<file path="src/rtl/ctrl_pkg.sv">
// Shared definitions for the gen2 control FSM: state encoding, condition codes,
// flag positions, instruction field constants and the registered output bundle.
package ctrl_pkg;

  typedef enum logic [4:0] {
    S_RESET   = 5'd0,
    S_FETCH_1 = 5'd1,
    S_FETCH_2 = 5'd2,
    S_R_TYPE  = 5'd3,
    S_LOAD_1  = 5'd4,
    S_LOAD_2  = 5'd5,
    S_STORE_1 = 5'd6,
    S_STORE_2 = 5'd7,
    S_JUMP_1  = 5'd8,
    S_JUMP_2  = 5'd9,
    S_JAL_1   = 5'd10,
    S_JAL_2   = 5'd11,
    S_JAL_3   = 5'd12,
    S_PAD_1   = 5'd13,
    S_PAD_2   = 5'd14,
    S_PAD_3   = 5'd15,
    S_STOP    = 5'd16
  } state_e;

  // Flag vector positions within flags[4:0]
  localparam int unsigned FLAG_Z = 4;
  localparam int unsigned FLAG_C = 3;
  localparam int unsigned FLAG_F = 2;
  localparam int unsigned FLAG_N = 1;
  localparam int unsigned FLAG_L = 0;

  // Jump condition codes
  localparam logic [3:0] COND_Z  = 4'b0000;
  localparam logic [3:0] COND_NZ = 4'b0001;
  localparam logic [3:0] COND_C  = 4'b0010;
  localparam logic [3:0] COND_NC = 4'b0011;
  localparam logic [3:0] COND_L  = 4'b0100;
  localparam logic [3:0] COND_NL = 4'b0101;
  localparam logic [3:0] COND_N  = 4'b0110;
  localparam logic [3:0] COND_NN = 4'b0111;
  localparam logic [3:0] COND_F  = 4'b1000;
  localparam logic [3:0] COND_NF = 4'b1001;
  localparam logic [3:0] COND_HI = 4'b1010;  // !L & !Z
  localparam logic [3:0] COND_LS = 4'b1011;  // L | Z
  localparam logic [3:0] COND_GT = 4'b1100;  // !N & !Z
  localparam logic [3:0] COND_LE = 4'b1101;  // N | Z
  localparam logic [3:0] COND_UC = 4'b1110;
  localparam logic [3:0] COND_NV = 4'b1111;

  // Instruction field constants
  localparam logic [3:0] OP_MEM      = 4'b0100;
  localparam logic [3:0] SUBOP_LOAD  = 4'b0000;
  localparam logic [3:0] SUBOP_STORE = 4'b0100;
  localparam logic [3:0] SUBOP_JAL   = 4'b1000;
  localparam logic [3:0] SUBOP_JUMP  = 4'b1100;
  localparam logic [3:0] SUBOP_PAD   = 4'b1111;
  localparam logic [3:0] OP_MOVI     = 4'b1101;
  localparam logic [3:0] OP_LUI      = 4'b1111;
  localparam logic [3:0] OP_CMPI     = 4'b1011;
  localparam logic [3:0] OP_RTYPE    = 4'b0000;
  localparam logic [3:0] FN_CMP      = 4'b1011;

  typedef struct packed {
    logic [15:0] opcode;
    logic [15:0] reg_en;
    logic [3:0]  mux_a_sel;
    logic [3:0]  mux_b_sel;
    logic        alu_sel;
    logic        pc_sel;
    logic        mem_w_en_a;
    logic        flag_en;
    logic        pc_en;
    logic        pc_ld;
  } ctrl_out_t;

  localparam ctrl_out_t CTRL_IDLE = '{
    opcode:     16'h0000,
    reg_en:     16'h0000,
    mux_a_sel:  4'h0,
    mux_b_sel:  4'h0,
    alu_sel:    1'b1,
    pc_sel:     1'b1,
    mem_w_en_a: 1'b0,
    flag_en:    1'b0,
    pc_en:      1'b0,
    pc_ld:      1'b0
  };

endpackage

</file>
<file path="src/rtl/cond_eval.sv">
// Combinational jump-condition evaluator: condition code + ALU flags -> take.
module cond_eval
  import ctrl_pkg::*;
(
  input  logic [3:0] cond,
  input  logic [4:0] flags,
  output logic       take
);

  logic z, c, f, n, l;

  // Decode the condition code against the current flags
  always_comb begin
    z = flags[FLAG_Z];
    c = flags[FLAG_C];
    f = flags[FLAG_F];
    n = flags[FLAG_N];
    l = flags[FLAG_L];
    take = 1'b0;
    case (cond)
      COND_Z:  take = z;
      COND_NZ: take = ~z;
      COND_C:  take = c;
      COND_NC: take = ~c;
      COND_L:  take = l;
      COND_NL: take = ~l;
      COND_N:  take = n;
      COND_NN: take = ~n;
      COND_F:  take = f;
      COND_NF: take = ~f;
      COND_HI: take = ~l & ~z;
      COND_LS: take = l | z;
      COND_GT: take = ~n & ~z;
      COND_LE: take = n | z;
      COND_UC: take = 1'b1;
      COND_NV: take = 1'b0;
      default: take = 1'b0;
    endcase
  end

endmodule

</file>
<file path="src/rtl/onehot16.sv">
// 4-to-16 one-hot decoder for register write enables.
module onehot16 (
  input  logic [3:0]  idx,
  output logic [15:0] onehot
);

  // Set exactly the bit selected by idx
  always_comb begin
    onehot = '0;
    onehot[idx] = 1'b1;
  end

endmodule

</file>
<file path="src/rtl/ctrl_fsm_gen2.sv">
// Second-generation multi-cycle control FSM for the 16-bit CPU datapath.
// All outputs are registered: the values chosen while in a state appear
// after the edge that leaves that state.
module ctrl_fsm_gen2
  import ctrl_pkg::*;
#(
  parameter int unsigned ADDR_WIDTH = 12,
  parameter int unsigned NUM_PADS   = 2,
  parameter int unsigned PAD_BITS   = 12
) (
  input  logic                         clk,
  input  logic                         reset,
  input  logic [15:0]                  mem_in,
  input  logic                         mem_ready,
  input  logic [4:0]                   flags,
  input  logic [ADDR_WIDTH-1:0]        pc_ins,
  input  logic [NUM_PADS*PAD_BITS-1:0] pad_data,
  input  logic                         resume,
  output logic [15:0]                  opcode,
  output logic [15:0]                  reg_en,
  output logic [3:0]                   mux_A_sel,
  output logic [3:0]                   mux_B_sel,
  output logic                         alu_sel,
  output logic                         pc_sel,
  output logic                         mem_w_en_a,
  output logic                         flag_en,
  output logic                         pc_en,
  output logic                         pc_ld,
  output logic                         halted,
  output logic                         illegal
);

  state_e    state_q, state_d;
  ctrl_out_t out_q, out_d;
  logic [15:0] instr_q, instr_d;
  logic [7:0]  old_hi_q, old_hi_d;
  logic [7:0]  pad_hi_q, pad_hi_d;
  logic        halted_q, halted_d;
  logic        illegal_q, illegal_d;

  logic        take;
  logic [15:0] rd_onehot;
  logic        is_cmp;
  logic [15:0] pc_ext;
  logic [15:0] pad_ext;

  cond_eval u_cond (
    .cond  (instr_q[11:8]),
    .flags (flags),
    .take  (take)
  );

  onehot16 u_rd_dec (
    .idx    (instr_q[11:8]),
    .onehot (rd_onehot)
  );

  // Zero-extend the fetched PC and select the addressed gamepad word (0 if out of range)
  always_comb begin
    pc_ext = '0;
    pc_ext[ADDR_WIDTH-1:0] = pc_ins;
    pad_ext = '0;
    for (int unsigned k = 0; k < NUM_PADS; k++) begin
      if ({28'd0, instr_q[3:0]} == k) pad_ext[PAD_BITS-1:0] = pad_data[k*PAD_BITS +: PAD_BITS];
    end
  end

  // Compare instructions update flags but never write a register
  always_comb begin
    is_cmp = ((instr_q[15:12] == OP_RTYPE) && (instr_q[7:4] == FN_CMP)) ||
             (instr_q[15:12] == OP_CMPI);
  end

  // Next-state and next-output logic; unlisted outputs hold their previous value
  always_comb begin
    state_d   = state_q;
    out_d     = out_q;
    instr_d   = instr_q;
    old_hi_d  = old_hi_q;
    pad_hi_d  = pad_hi_q;
    halted_d  = halted_q;
    illegal_d = 1'b0;
    case (state_q)
      S_RESET: state_d = S_FETCH_1;
      S_FETCH_1: begin
        out_d       = CTRL_IDLE;
        out_d.pc_en = 1'b1;
        state_d     = S_FETCH_2;
      end
      S_FETCH_2: begin
        out_d.pc_en = 1'b0;
        if (mem_ready) begin
          instr_d = mem_in;
          if (mem_in == 16'h0000) begin
            state_d  = S_STOP;
            halted_d = 1'b1;
          end else if (mem_in[15:12] != OP_MEM) begin
            state_d = S_R_TYPE;
          end else begin
            case (mem_in[7:4])
              SUBOP_LOAD:  state_d = S_LOAD_1;
              SUBOP_STORE: state_d = S_STORE_1;
              SUBOP_JAL:   state_d = S_JAL_1;
              SUBOP_JUMP:  state_d = S_JUMP_1;
              SUBOP_PAD:   state_d = S_PAD_1;
              default: begin
                illegal_d = 1'b1;
                state_d   = S_FETCH_1;
              end
            endcase
          end
        end
      end
      // JAL_2/PAD_2 issue the synthesized MOVI like an R-type, minus flag update
      S_R_TYPE, S_JAL_2, S_PAD_2: begin
        out_d.opcode    = instr_q;
        out_d.mux_a_sel = instr_q[11:8];
        out_d.mux_b_sel = instr_q[3:0];
        out_d.reg_en    = is_cmp ? 16'h0000 : rd_onehot;
        out_d.flag_en   = (state_q == S_R_TYPE);
        if (state_q == S_R_TYPE) begin
          state_d = S_FETCH_1;
        end else begin
          out_d.pc_ld = 1'b0;
          out_d.pc_en = 1'b0;
          state_d     = (state_q == S_JAL_2) ? S_JAL_3 : S_PAD_3;
        end
      end
      S_STORE_1: begin
        out_d.mux_a_sel  = instr_q[3:0];
        out_d.mux_b_sel  = instr_q[11:8];
        out_d.pc_sel     = 1'b0;
        out_d.mem_w_en_a = 1'b1;
        state_d          = S_STORE_2;
      end
      S_STORE_2: begin
        out_d.pc_sel     = 1'b1;
        out_d.mem_w_en_a = 1'b0;
        state_d          = S_FETCH_1;
      end
      S_LOAD_1: begin
        out_d.mux_a_sel = instr_q[3:0];
        out_d.pc_sel    = 1'b0;
        out_d.reg_en    = rd_onehot;
        state_d         = S_LOAD_2;
      end
      S_LOAD_2: begin
        out_d.alu_sel = 1'b0;
        out_d.pc_sel  = 1'b1;
        state_d       = S_FETCH_1;
      end
      S_JUMP_1: begin
        out_d.pc_ld     = take;
        out_d.pc_en     = take;
        out_d.mux_a_sel = instr_q[3:0];
        state_d         = S_JUMP_2;
      end
      S_JUMP_2: begin
        out_d.pc_ld = 1'b0;
        out_d.pc_en = 1'b0;
        state_d     = S_FETCH_1;
      end
      S_JAL_1: begin
        out_d.pc_ld     = 1'b1;
        out_d.pc_en     = 1'b1;
        out_d.mux_a_sel = instr_q[3:0];
        old_hi_d        = pc_ext[15:8];
        instr_d         = {OP_MOVI, instr_q[11:8], pc_ins[7:0]};
        state_d         = S_JAL_2;
      end
      S_JAL_3: begin
        instr_d = {OP_LUI, instr_q[11:8], old_hi_q};
        state_d = S_R_TYPE;
      end
      S_PAD_1: begin
        pad_hi_d = pad_ext[15:8];
        instr_d  = {OP_MOVI, instr_q[11:8], pad_ext[7:0]};
        state_d  = S_PAD_2;
      end
      S_PAD_3: begin
        instr_d = {OP_LUI, instr_q[11:8], pad_hi_q};
        state_d = S_R_TYPE;
      end
      S_STOP: begin
        out_d    = CTRL_IDLE;
        halted_d = ~resume;
        if (resume) state_d = S_FETCH_1;
      end
      default: state_d = S_RESET;
    endcase
  end

  // State, instruction and output registers with asynchronous reset
  always_ff @(posedge clk or posedge reset) begin
    if (reset) begin
      state_q   <= S_RESET;
      out_q     <= CTRL_IDLE;
      instr_q   <= '0;
      old_hi_q  <= '0;
      pad_hi_q  <= '0;
      halted_q  <= 1'b0;
      illegal_q <= 1'b0;
    end else begin
      state_q   <= state_d;
      out_q     <= out_d;
      instr_q   <= instr_d;
      old_hi_q  <= old_hi_d;
      pad_hi_q  <= pad_hi_d;
      halted_q  <= halted_d;
      illegal_q <= illegal_d;
    end
  end

  assign opcode     = out_q.opcode;
  assign reg_en     = out_q.reg_en;
  assign mux_A_sel  = out_q.mux_a_sel;
  assign mux_B_sel  = out_q.mux_b_sel;
  assign alu_sel    = out_q.alu_sel;
  assign pc_sel     = out_q.pc_sel;
  assign mem_w_en_a = out_q.mem_w_en_a;
  assign flag_en    = out_q.flag_en;
  assign pc_en      = out_q.pc_en;
  assign pc_ld      = out_q.pc_ld;
  assign halted     = halted_q;
  assign illegal    = illegal_q;

endmodule

</file>
<file path="config.mk">
export PLATFORM = sky130hd
export DESIGN_NAME = ctrl_fsm_gen2
export DESIGN_NICKNAME = d
export VERILOG_FILES = /design/src/rtl/ctrl_pkg.sv /design/src/rtl/cond_eval.sv /design/src/rtl/onehot16.sv /design/src/rtl/ctrl_fsm_gen2.sv
export SDC_FILE = /design/constraint.sdc
export NUM_CORES = 1
export LEC_CHECK = 0
export ABC_AREA = 1
export ABC_CLOCK_PERIOD_IN_PS = 2820
export BUFFER_PORTS_ARGS = -buffer_cell sky130_fd_sc_hd__buf_2
export CAP_MARGIN = 20
export CORE_ASPECT_RATIO = 1.1
export CORE_UTILIZATION = 25
export CTS_CLUSTER_DIAMETER = 30
export DETAILED_ROUTE_END_ITERATION = 8
export GPL_TIMING_DRIVEN = 1
export HOLD_SLACK_MARGIN = 0.05
export PLACE_DENSITY = 0.49
export SLEW_MARGIN = 20
export SYNTH_ARGS = -nofsm -noshare
export SYNTH_HDL_FRONTEND = slang
export SYNTH_SLANG_ARGS = --single-unit
</file>
<file path="constraint.sdc">
create_clock -name clk -period 2.82 [get_ports clk]
set_clock_uncertainty 0.15 [all_clocks]
set_input_delay 0.282 -clock clk [delete_from_list [all_inputs] [get_ports clk]]
set_output_delay 0.282 -clock clk [all_outputs]
set_load 0.03 [all_outputs]
</file>
==> results of run 1 <==
[power breakdown]
group          internal (mW)  total (mW)  leakage (nW)  switching [mW]
Combinational          0.817        2.88          1.74            2.06
Clock                  0.731        1.19         0.149           0.460
Sequential              1.54        1.86         0.973           0.323
Total                   3.09        5.93          2.87            2.84
[sequential cells by signal, summed over array words and instances (netlist names)]
name and cells:
instr_q 16, opcode 16, reg_en 16, state_q 5
mux_A_sel 4, mux_B_sel 4, old_hi_q 4, pad_hi_q 4
alu_sel 1, flag_en 1, halted 1, illegal 1
mem_w_en_a 1, pc_en 1, pc_ld 1, pc_sel 1
[cells by family (layout without fill, tap and decap cells)]
kind of cell           after synthesis  after routing  share of synthesized area
AND/OR/NAND/NOR                    304            304                      0.337
AO/OA/AOI/OAI                       87             87                      0.117
buffers and inverters               90            212                     0.0906
flip-flops                          77             77                      0.455
[stage by stage]
| step | hold WS (ns) | area, um^2 | util |
|---|---|---|---|
| global route | 0.0676 | 5360 | 0.325 |
| floorplan | 0.253 | 4240 | - |
| detailed placement | 0.130 | 4970 | 0.302 |
| CTS | 0.0505 | 5360 | 0.325 |
| global placement | 0.126 | 4970 | 0.302 |
| finish | 0.0596 | 5360 | 0.325 |
[path summary, 6_finish.rpt]
check	cells past startpoint	start	endpoint	slack, ns
max	9	state_q[0]$_DFFE_PP0P_	instr_q[0]$_DFFE_PP0P_	0.74
min	3	pad_data[10]	pad_hi_q[2]$_DFFE_PP0P_	0.06
max reg2reg	9	state_q[0]$_DFFE_PP0P_	instr_q[0]$_DFFE_PP0P_	0.74
min reg2reg	2	alu_sel$_DFFE_PP1P_	alu_sel$_DFFE_PP1P_	0.32
max in group asynchronous	4	reset	alu_sel$_DFFE_PP1P_	1.42
min in group asynchronous	3	reset	opcode[3]$_DFFE_PP0P_	0.32
[layer usage]
metal  track usage  routed length [um]  up-vias
li1              -                   -     2066
met1         0.204                6270     1940
met2         0.258                6200      143
met3        0.0297                 653       17
met4        0.0698                 285        0
met5             0                   0        -
[repair_timing]
action	CTS	global route
hold buffers	8	0
hold endpoints to repair	22	0
buffers inserted	0	0
[layout make-up]
type / instances / area share
Multi-Input combinational cell: 391 / 0.360
Tap cell: 204 / 0.0476
Timing Repair Buffer: 120 / 0.121
Sequential cell: 77 / 0.360
Clock inverter: 4 / 0.00887
Clock buffer: 12 / 0.0479
Inverter: 76 / 0.0546
[cell usage in the layout, fill, tap and decap left out, types with 9 or more instances in the layout]
cell type | netlist | routed
nand2_1 | 149 | 149
buf_2 | 4 | 108
dfrtp_1 | 75 | 75
nand3_1 | 69 | 69
inv_1 | 67 | 66
o21ai_0 | 47 | 47
nor2_1 | 40 | 40
nand4_1 | 20 | 20
a21oi_1 | 15 | 15
clkbuf_16 | 0 | 9
[worst min-delay path: cells and delay by family]
family / cells / cell delay (ns)
AO/OA/AOI/OAI: 1 / 0.07
buffers and inverters: 1 / 0.10
AND/OR/NAND/NOR: 1 / 0.07
==> impl_results.md, run 1 <==
- Outcome: complete, no violations
- Sequential standard cell area: 0.00193 mm^2
- Capturing element type of the critical path: flop
- CP Launch Type: flop
- Arrival time worst endpoint: 2.21 ns
- Vias/cell: 4.71
- Core area: 0.0165 mm^2
- Worst-path clk slew: 0.06 ns
- Initial Utilization: 0.257
- Crit path kind: flop to flop
- Syn Inst Count: 558
- Max Freq: 0.482 GHz
- Dpl ws: 0.765 ns
- PortBufs: 108
- Vias: 4166
- I/O Pins: 109
- Critical path data required time: 2.96 ns
- H-tree levels: 3
- Die footprint: 0.0175 mm^2
- Antenna violations before repair: 0
- PD cells: 1110 mW/mm^2
- Crit path largest cell delay: 0.45 ns
- Cell family with most CP delay: simple AND/OR/NAND/NOR gates
- Synth warn: 0
- Die height: 139 um
- CP max FO: 12
- GRT Residual Overflow: 0
- Share of Yosys cell area claimed by the top area cell type: 0.443
- DRC Markers: 0
- RSZ-0062 raised after global routing: no
- Fin nets: 736
- Final Cycle Share: 0.736
- Post-Syn Area: 0.00424 mm^2
- Drt wl/cell: 15.2 um
- Syn Area/Cell: 7.60 um^2
- Placed insts: 860
- FILL cells: 1775
- Worst slew margin: 0.521
- Total GRT Usage: 0.158
- Synth top cells by count: nand2_1, dfrtp_1, nand3_1
- Total power: 5.93 mW
- Root Buffer: clkbuf_16
- Pin count of the biggest net entering global routing: 34
- Core Rows: 49
- Synth unique cells: 37
- Top_reg_cell synth: dfrtp_1
- Synth area leaders: dfrtp_1, nand2_1, nand3_1, inv_1, o21ai_0
- Diode count: 0
- Global-route wire length before repair: 21400 um
- Final WL: 13400 um
- Layout Area Growth over Synthesis: 26.4%
- Footprint of the multi-input gates: 0.00193 mm^2
- Sequential area share after synthesis: 0.455
- Min-Delay Path Class: input port to flop
- Tmin final: 2.08 ns
- Final setup viols: 0
- VDD IR max: 0.000407 V
- Lkg Pwr: 2.87 nW
- Synth Register Bits: 77
- Max-Cap Viols: 0
- Final worst setup slack: 0.743 ns
- Critical-path cell list: nor2_1, nand2_1, inv_2, nand2_4, nor2_4, inv_2, o21ai_0, nand2_1, nand2_1
- Fin Setup TNS: 0 ns
- Routability cong.: 0.922
- CP max stage cell: dfrtp_1
- EDFF count, synth: 0
- Antenna-violating nets left: 0
- DPL Wire Length: 10500 um
- CTS resizes: 0
- # clock sinks: 77
- Async SR Flop Fraction: 1.00
- Detailed Route Iter0 Violations: 273
- Fin cells: 884
- CTS buffer count: 9
- Worst Max-Slew Pin Slew: 0.716 ns
- DIE WIDTH: 126 um
- TritonCTS clock tree: done
- Worst-Skew Late Latency: 0.35 ns
- 1st-pass router iterations: 4
- Largest area contributor in the netlist: dfrtp_1
- Vias in the first global route: 4052
- Syn Nets: 619
- Count leader, synth: nand2_1
- Max-slew violation count: 0
- Final Hold Viols: 0
- Crit-path most repeated cell: nand2_1
- CP bufs+invs: 2
- CTS max path bufs: 2
- Layout cells sized above 1: 0.243
No activity file was read; power rests on OpenSTA's default activity.
==> run 2: changes to the inputs <==
Settings changed: ABC_CLOCK_PERIOD_IN_PS 2820 to 1950.
Clock period 2.82 ns to 1.95 ns, I/O delays scaled along.
==> run 2 against run 1 <==
  * Utilization increased by 1.9 points
  * Final cell count rose by 3.5%
  * Critical endpoint is now reg_en[15]$_DFFE_PP0P_
  * Global-route usage about the same
  * Sequential cell count did not move
  * Highest routed layer unchanged
  * Fmax is 14% higher
  * Critical path depth shrank 1
  * Final area up 5.8%
  * Clock power is 47% higher
  * Hold slack improved by 0.0021 ns
  * Count of clock-buffer cells in the layout rose by 1
==> impl_results.md, run 2 (synthesized netlist as in run 1, its figures left out) <==
- Fin nets: 767 (was 736)
- Global-route wire length before repair: 21600 um (was 21400 um)
- FILL cells: 1764 (was 1775)
- Routability cong.: 0.890 (was 0.922)
- Final Cycle Share: 0.931 (was 0.736)
- Capturing element type of the critical path: flop (unchanged)
- Clk pwr share: 0.197 (was 0.201)
- Min-Delay Path Class: input port to flop (unchanged)
- Layout Area Growth over Synthesis: 33.7% (was 26.4%)
- Post-CTS setup buffers: 0 (unchanged)
- CP max FO: 16 (was 12)
- Commonest cells after routing, fill and taps aside: nand2_1, buf_2, dfrtp_1, nand3_1, inv_1 (unchanged)
- GRT Residual Overflow: 0 (unchanged)
- Outcome: complete, no violations (unchanged)
- Worst-path clk slew: 0.06 ns (about the same)
- Total GRT Usage: 0.159 (was 0.158)
- H-tree levels: 3 (unchanged)
- Layout cells sized above 1: 0.262 (was 0.243)
- # clock sinks: 77 (unchanged)
- PD cells: 1570 mW/mm^2 (was 1110 mW/mm^2)
- Diode count: 0 (unchanged)
- Critical path data required time: 2.03 ns (was 2.96 ns)
- TritonCTS clock tree: done (unchanged)
- Vias/cell: 4.60 (was 4.71)
- Final WL: 13100 um (was 13400 um)
- Max Freq: 0.551 GHz (was 0.482 GHz)
- RSZ-0062 raised after global routing: no (unchanged)
- DPL Wire Length: 10400 um (was 10500 um)
- Tmin final: 1.81 ns (was 2.08 ns)
- Antenna-violating nets left: 0 (unchanged)
- 1st-pass router iterations: 4 (unchanged)
- Lkg Pwr: 3.02 nW (was 2.87 nW)
- PortBufs: 108 (unchanged)
- Final setup viols: 0 (unchanged)
- CTS buffer count: 9 (unchanged)
- Sw Pwr: 4.16 mW (was 2.84 mW)
- DRC Markers: 0 (unchanged)
- Switching share of total power: 0.467 (was 0.479)
- Finished Cell Area: 0.00567 mm^2 (was 0.00536 mm^2)
- Vias in the first global route: 4272 (was 4052)
- Commonest non-fill, non-tap cell in the layout: nand2_1 (unchanged)
- Die footprint: 0.0175 mm^2 (unchanged)
- Die height: 139 um (unchanged)
- Worst slew margin: 0.713 (was 0.521)
- DIE WIDTH: 126 um (unchanged)
- Worst Max-Slew Pin Slew: 0.430 ns (was 0.716 ns)
- Drt wl/cell: 14.3 um (was 15.2 um)
- Final Hold Viols: 0 (unchanged)
- Core Rows: 49 (unchanged)
- I/O Pins: 109 (unchanged)
- Initial Utilization: 0.257 (unchanged)
- Vias: 4205 (was 4166)
- Root Buffer: clkbuf_16 (unchanged)
- Max-slew violation count: 0 (unchanged)
- VDD IR max: 0.000526 V (was 0.000407 V)
- CP Launch Type: flop (unchanged)
- Sequential share of power: 0.304 (was 0.314)
- Crit path kind: flop to flop (unchanged)
- Arrival time worst endpoint: 1.89 ns (was 2.21 ns)
- Combinational power share: 0.500 (was 0.485)
- Antenna violations before repair: 0 (unchanged)
- CTS max path bufs: 2 (unchanged)
- Internal Pwr Total: 4.74 mW (was 3.09 mW)
- Max-Cap Viols: 0 (unchanged)
- Worst-Skew Late Latency: 0.34 ns (was 0.35 ns)
- Pin count of the biggest net entering global routing: 78 (was 34)
- Fin Setup TNS: 0 ns (unchanged)
- Detailed Route Iter0 Violations: 216 (was 273)
- Placed cell area: 0.00513 mm^2 (was 0.00497 mm^2)
- Core area: 0.0165 mm^2 (unchanged)
## run 2: changes by cell type in the layout (fill, tap and decap cells not counted), sizes merged
cell and delta:
buf +18, dlygate4sd3 +13, clkbuf +1, clkinv -1, clkinvlp +1, inv -1
## run 2: per-layer routing
layer / wire length (um) / track usage / vias up
met3: 555 / 0.0324 / 17
li1: - / - / 2126
met1: 6220 / 0.207 / 1942
met5: 0 / 0 / -
met2: 6120 / 0.258 / 120
met4: 240 / 0.0583 / 0
## run 2: worst paths after layout
kind | start | end | slack [ns] | cells after the start
setup / recovery | state_q[2]$_DFFE_PP0P_ | reg_en[15]$_DFFE_PP0P_ | 0.14 | 8
hold / removal | resume | state_q[4]$_DFFE_PP0P_ | 0.06 | 4
setup reg to reg | state_q[2]$_DFFE_PP0P_ | reg_en[15]$_DFFE_PP0P_ | 0.14 | 8
hold reg to reg | alu_sel$_DFFE_PP1P_ | alu_sel$_DFFE_PP1P_ | 0.32 | 2
max in group asynchronous | reset | pc_sel$_DFFE_PP1P_ | 0.92 | 4
min in group asynchronous | reset | reg_en[2]$_DFFE_PP0P_ | 0.36 | 4
## run 2: worst max-delay path: stages, from the launching register on
cell and delay (ns):
dfrtp_1 0.44, nand2_1 0.11, inv_1 0.07, nand3_1 0.13
nand2_4 0.14, nor2_8 0.28, nand2_4 0.18, nand4_1 0.14
nand2_1 0.06
## run 2: area by class of cell
cell class | instances | area [um^2] | area share
multi-input cells | 391 | 1940 | 0.342
flip-flops and latches | 77 | 1930 | 0.341
repair buffers | 151 | 932 | 0.164
inverters | 76 | 299 | 0.0527
clock buffers | 13 | 270 | 0.0477
well taps | 204 | 255 | 0.0450
clock inverters | 3 | 42.5 | 0.00750
## run 2: repair_timing
item                                   4_1_cts  5_1_grt
setup endpoints to repair                    0        8
hold buffers                                21        0
endpoints found under the hold margin       91        0
gates resized for setup                      0        6
## run 2: power by group through the flow
| stage | combinational [mW] | sequential (mW) | clock, mW |
|---|---|---|---|
| finish | 4.45 | 2.70 | 1.75 |
| CTS | 4.46 | 2.70 | 1.80 |
| global route | 4.93 | 2.79 | 1.88 |
| floorplan | 2.54 | 3.23 | 0 |
| global placement | 4.39 | 2.71 | 0 |
| detailed placement | 4.41 | 2.73 | 0 |
## run 2: through the flow
step | hold WS (ns) | power (mW) | setup slack [ns] | cells | utilization
CTS | 0.0520 | 8.96 | 0.108 | 915 | 0.343
finish | 0.0616 | 8.90 | 0.135 | 915 | 0.344
global route | 0.0834 | 9.60 | 0.00315 | 915 | 0.344
floorplan | 0.166 | 5.76 | 0.350 | 558 | -
global placement | 0.192 | 7.09 | 0.125 | 878 | 0.311
detailed placement | 0.196 | 7.14 | 0.132 | 878 | 0.311
==> run 3: changes to the inputs <==
--- a/config.mk
+++ b/config.mk
@@ -12,2 +12,3 @@
 export CORE_ASPECT_RATIO = 1.1
+export CORE_MARGIN = 2
 export CORE_UTILIZATION = 25
--- a/constraint.sdc
+++ b/constraint.sdc
@@ -4,2 +4,2 @@
 set_output_delay 0.195 -clock clk [all_outputs]
-set_load 0.03 [all_outputs]
+set_load 0.1 [all_outputs]
==> run 3 against run 2 <==
  * Sequential cell count did not move
  * Sequential power barely moved
  * Die area rose by 3.1%
  * Fmax fell by 1.2%
  * Final area rose by 0.15%
  * Worst setup slack got worse by 0.022 ns
  * Power rose by 19%
  * Combinational power rose by 40%
  * First-iteration DRC count fell by 3.7%
  * Sequential share of layout area fell by 0.075 points
  * Via count rose by 0.43%
  * Utilization rose by 0.053 points
  * Critical path type unchanged
  * Largest cell class unchanged
  * Highest routed layer unchanged
==> impl_results.md, run 3 (synthesized netlist as in run 1, its figures left out) <==
- Reg2Reg Setup Slack: 0.11 ns (was 0.14 ns)
- Fin nets: 767 (unchanged)
- Worst-path clk slew: 0.06 ns (about the same)
- Routability cong.: 0.919 (was 0.890)
- GRT Residual Overflow: 0 (unchanged)
- Crit path kind: flop to flop (unchanged)
- Crit path largest cell delay: 0.44 ns (about the same)
- Lkg Pwr: 3.03 nW (was 3.02 nW)
- Detailed Route Iter0 Violations: 208 (was 216)
- Core area: 0.0165 mm^2 (unchanged)
- Total GRT Usage: 0.150 (was 0.159)
- Die height: 141 um (was 139 um)
- VDD IR max: 0.000872 V (was 0.000526 V)
- Final Cycle Share: 0.942 (was 0.931)
- Final worst setup slack: 0.113 ns (was 0.135 ns)
- Hold path depth: 3 (was 4)
- Outcome: complete, no violations (unchanged)
- CP max stage cell: dfrtp_1 (unchanged)
- R2r endpoint: reg_en[12]$_DFFE_PP0P_ (was reg_en[15]$_DFFE_PP0P_)
- Commonest cells after routing, fill and taps aside: nand2_1, buf_2, dfrtp_1, nand3_1, inv_1 (unchanged)
- M1 WL: 6170 um (was 6220 um)
- DRC Markers: 0 (unchanged)
- DIE WIDTH: 128 um (was 126 um)
- DR top layer: met4 (unchanged)
- Fin Hold WS: 0.0440 ns (was 0.0616 ns)
- Tmin final: 1.84 ns (was 1.81 ns)
- Drt wl/cell: 14.5 um (was 14.3 um)
- Post-CTS setup buffers: 0 (unchanged)
- Final setup viols: 0 (unchanged)
- R2r worst-path depth: 7 (was 8)
- 1st-pass router iterations: 4 (unchanged)
- Capturing element type of the critical path: flop (unchanged)
- Setup crit start: state_q[2]$_DFFE_PP0P_ (unchanged)
- Fin util: 0.344 (about the same)
- Max-slew violation count: 0 (unchanged)
- Vias in the first global route: 4230 (was 4272)
- Vias/cell: 4.62 (was 4.60)
- Die footprint: 0.0180 mm^2 (was 0.0175 mm^2)
- CTS buffer count: 9 (unchanged)
- Critical path data required time: 2.03 ns (about the same)
- Worst slew margin: 0.630 (was 0.713)
- Arrival time worst endpoint: 1.92 ns (was 1.89 ns)
- DPL Wire Length: 10500 um (was 10400 um)
- Commonest non-fill, non-tap cell in the layout: nand2_1 (unchanged)
- Max-Cap Viols: 0 (unchanged)
- CTS max path bufs: 2 (unchanged)
- Critical-path cell list: nor2_2, nand3_2, nand2_4, nor2_8, buf_4, nand3_1, nand2_1 (was nand2_1, inv_1, nand3_1, nand2_4, nor2_8, nand2_4, nand4_1, nand2_1)
- Dpl ws: 0.0461 ns (was 0.132 ns)
- PD cells: 1870 mW/mm^2 (was 1570 mW/mm^2)
- CP max FO: 18 (was 16)
- Final WL: 13300 um (was 13100 um)
- Pin count of the biggest net entering global routing: 31 (was 78)
- Core Rows: 49 (unchanged)
- Critical path capture point: reg_en[12]$_DFFE_PP0P_ (was reg_en[15]$_DFFE_PP0P_)
- Layout cells sized above 1: 0.262 (unchanged)
- Fin Setup TNS: 0 ns (unchanged)
- Worst r2r src: state_q[2]$_DFFE_PP0P_ (unchanged)
- Global-route wire length before repair: 21300 um (was 21600 um)
- CP Launch Type: flop (unchanged)
- Root Buffer: clkbuf_16 (unchanged)
- I/O Pins: 109 (unchanged)
- PortBufs: 108 (unchanged)
- Fin cells: 915 (unchanged)
- Placed insts: 878 (unchanged)
- Diode count: 0 (unchanged)
- H-tree levels: 3 (unchanged)
- Layout Area Growth over Synthesis: 33.9% (was 33.7%)
- # clock sinks: 77 (unchanged)
- Initial Utilization: 0.257 (unchanged)
- Max Freq: 0.544 GHz (was 0.551 GHz)
- Antenna-violating nets left: 0 (unchanged)
- Min-Delay Path Class: input port to flop (unchanged)
- Metal3 WL: 622 um (was 555 um)
- Final Hold Viols: 0 (unchanged)
- Worst-Skew Late Latency: 0.34 ns (about the same)
- Worst Max-Slew Pin Slew: 0.553 ns (was 0.430 ns)
- TritonCTS clock tree: done (unchanged)
- WL met2: 6260 um (was 6120 um)
- Vias: 4223 (was 4205)
- RSZ-0062 raised after global routing: yes (was no)
- Antenna violations before repair: 0 (unchanged)
==> run 3: worst min path at each step <==
stage / from / to
after CTS: pc_ins[4] / instr_q[4]$_DFFE_PP0P_
final: pc_ins[4] / instr_q[4]$_DFFE_PP0P_
after floorplan: mem_in[10] / instr_q[10]$_DFFE_PP0P_
after global placement: reset / opcode[11]$_DFFE_PP0P_
after global routing: mem_in[15] / instr_q[15]$_DFFE_PP0P_
after detailed placement: reset / opcode[11]$_DFFE_PP0P_
==> run 3: per-stage QoR <==
stage / total power [mW] / cell area [um^2]
finish: 10.6 / 5680
global route: 11.3 / 5680
CTS: 10.7 / 5660
detailed placement: 8.90 / 5150
global placement: 8.85 / 5150
floorplan: 7.45 / 4240
==> run 3: cell type report <==
| cell class | instances | area, um^2 |
|---|---|---|
| Clock inverter | 2 | 13.8 |
| Multi-Input combinational cell | 392 | 1940 |
| Timing Repair Buffer | 150 | 943 |
| Inverter | 76 | 299 |
| Sequential cell | 77 | 1930 |
| Fill cell | 1745 | 10800 |
| Clock buffer | 14 | 294 |
| Tap cell | 204 | 255 |
==> run 3: timing repair <==
| action | in CTS | in global routing |
|---|---|---|
| hold endpoints to repair | 33 | 0 |
| hold buffers | 20 | 0 |
| setup endpoints to repair | 0 | 21 |
| gates resized for setup | 0 | 2 |
==> run 3: per-layer routing <==
| layer | vias to the layer above | GRT usage |
|---|---|---|
| li1 | 2128 | - |
| met1 | 1938 | 0.197 |
| met2 | 140 | 0.249 |
| met3 | 17 | 0.0250 |
| met4 | 0 | 0.0538 |
| met5 | - | 0 |
==> run 3: worst max-delay path, delay by kind of cell, from the launching register on <==
| kind | cells | cell delay, ns |
|---|---|---|
| DFF | 1 | 0.44 |
| and+or+nand+nor | 6 | 0.92 |
| buffers and inverters | 1 | 0.20 |
==> run 3: power by group <==
part,internal (mW),switching [mW],total [mW]
Combinational,1.44,4.78,6.22
Sequential,2.23,0.464,2.69
Clock,1.04,0.664,1.70
Total,4.71,5.91,10.6
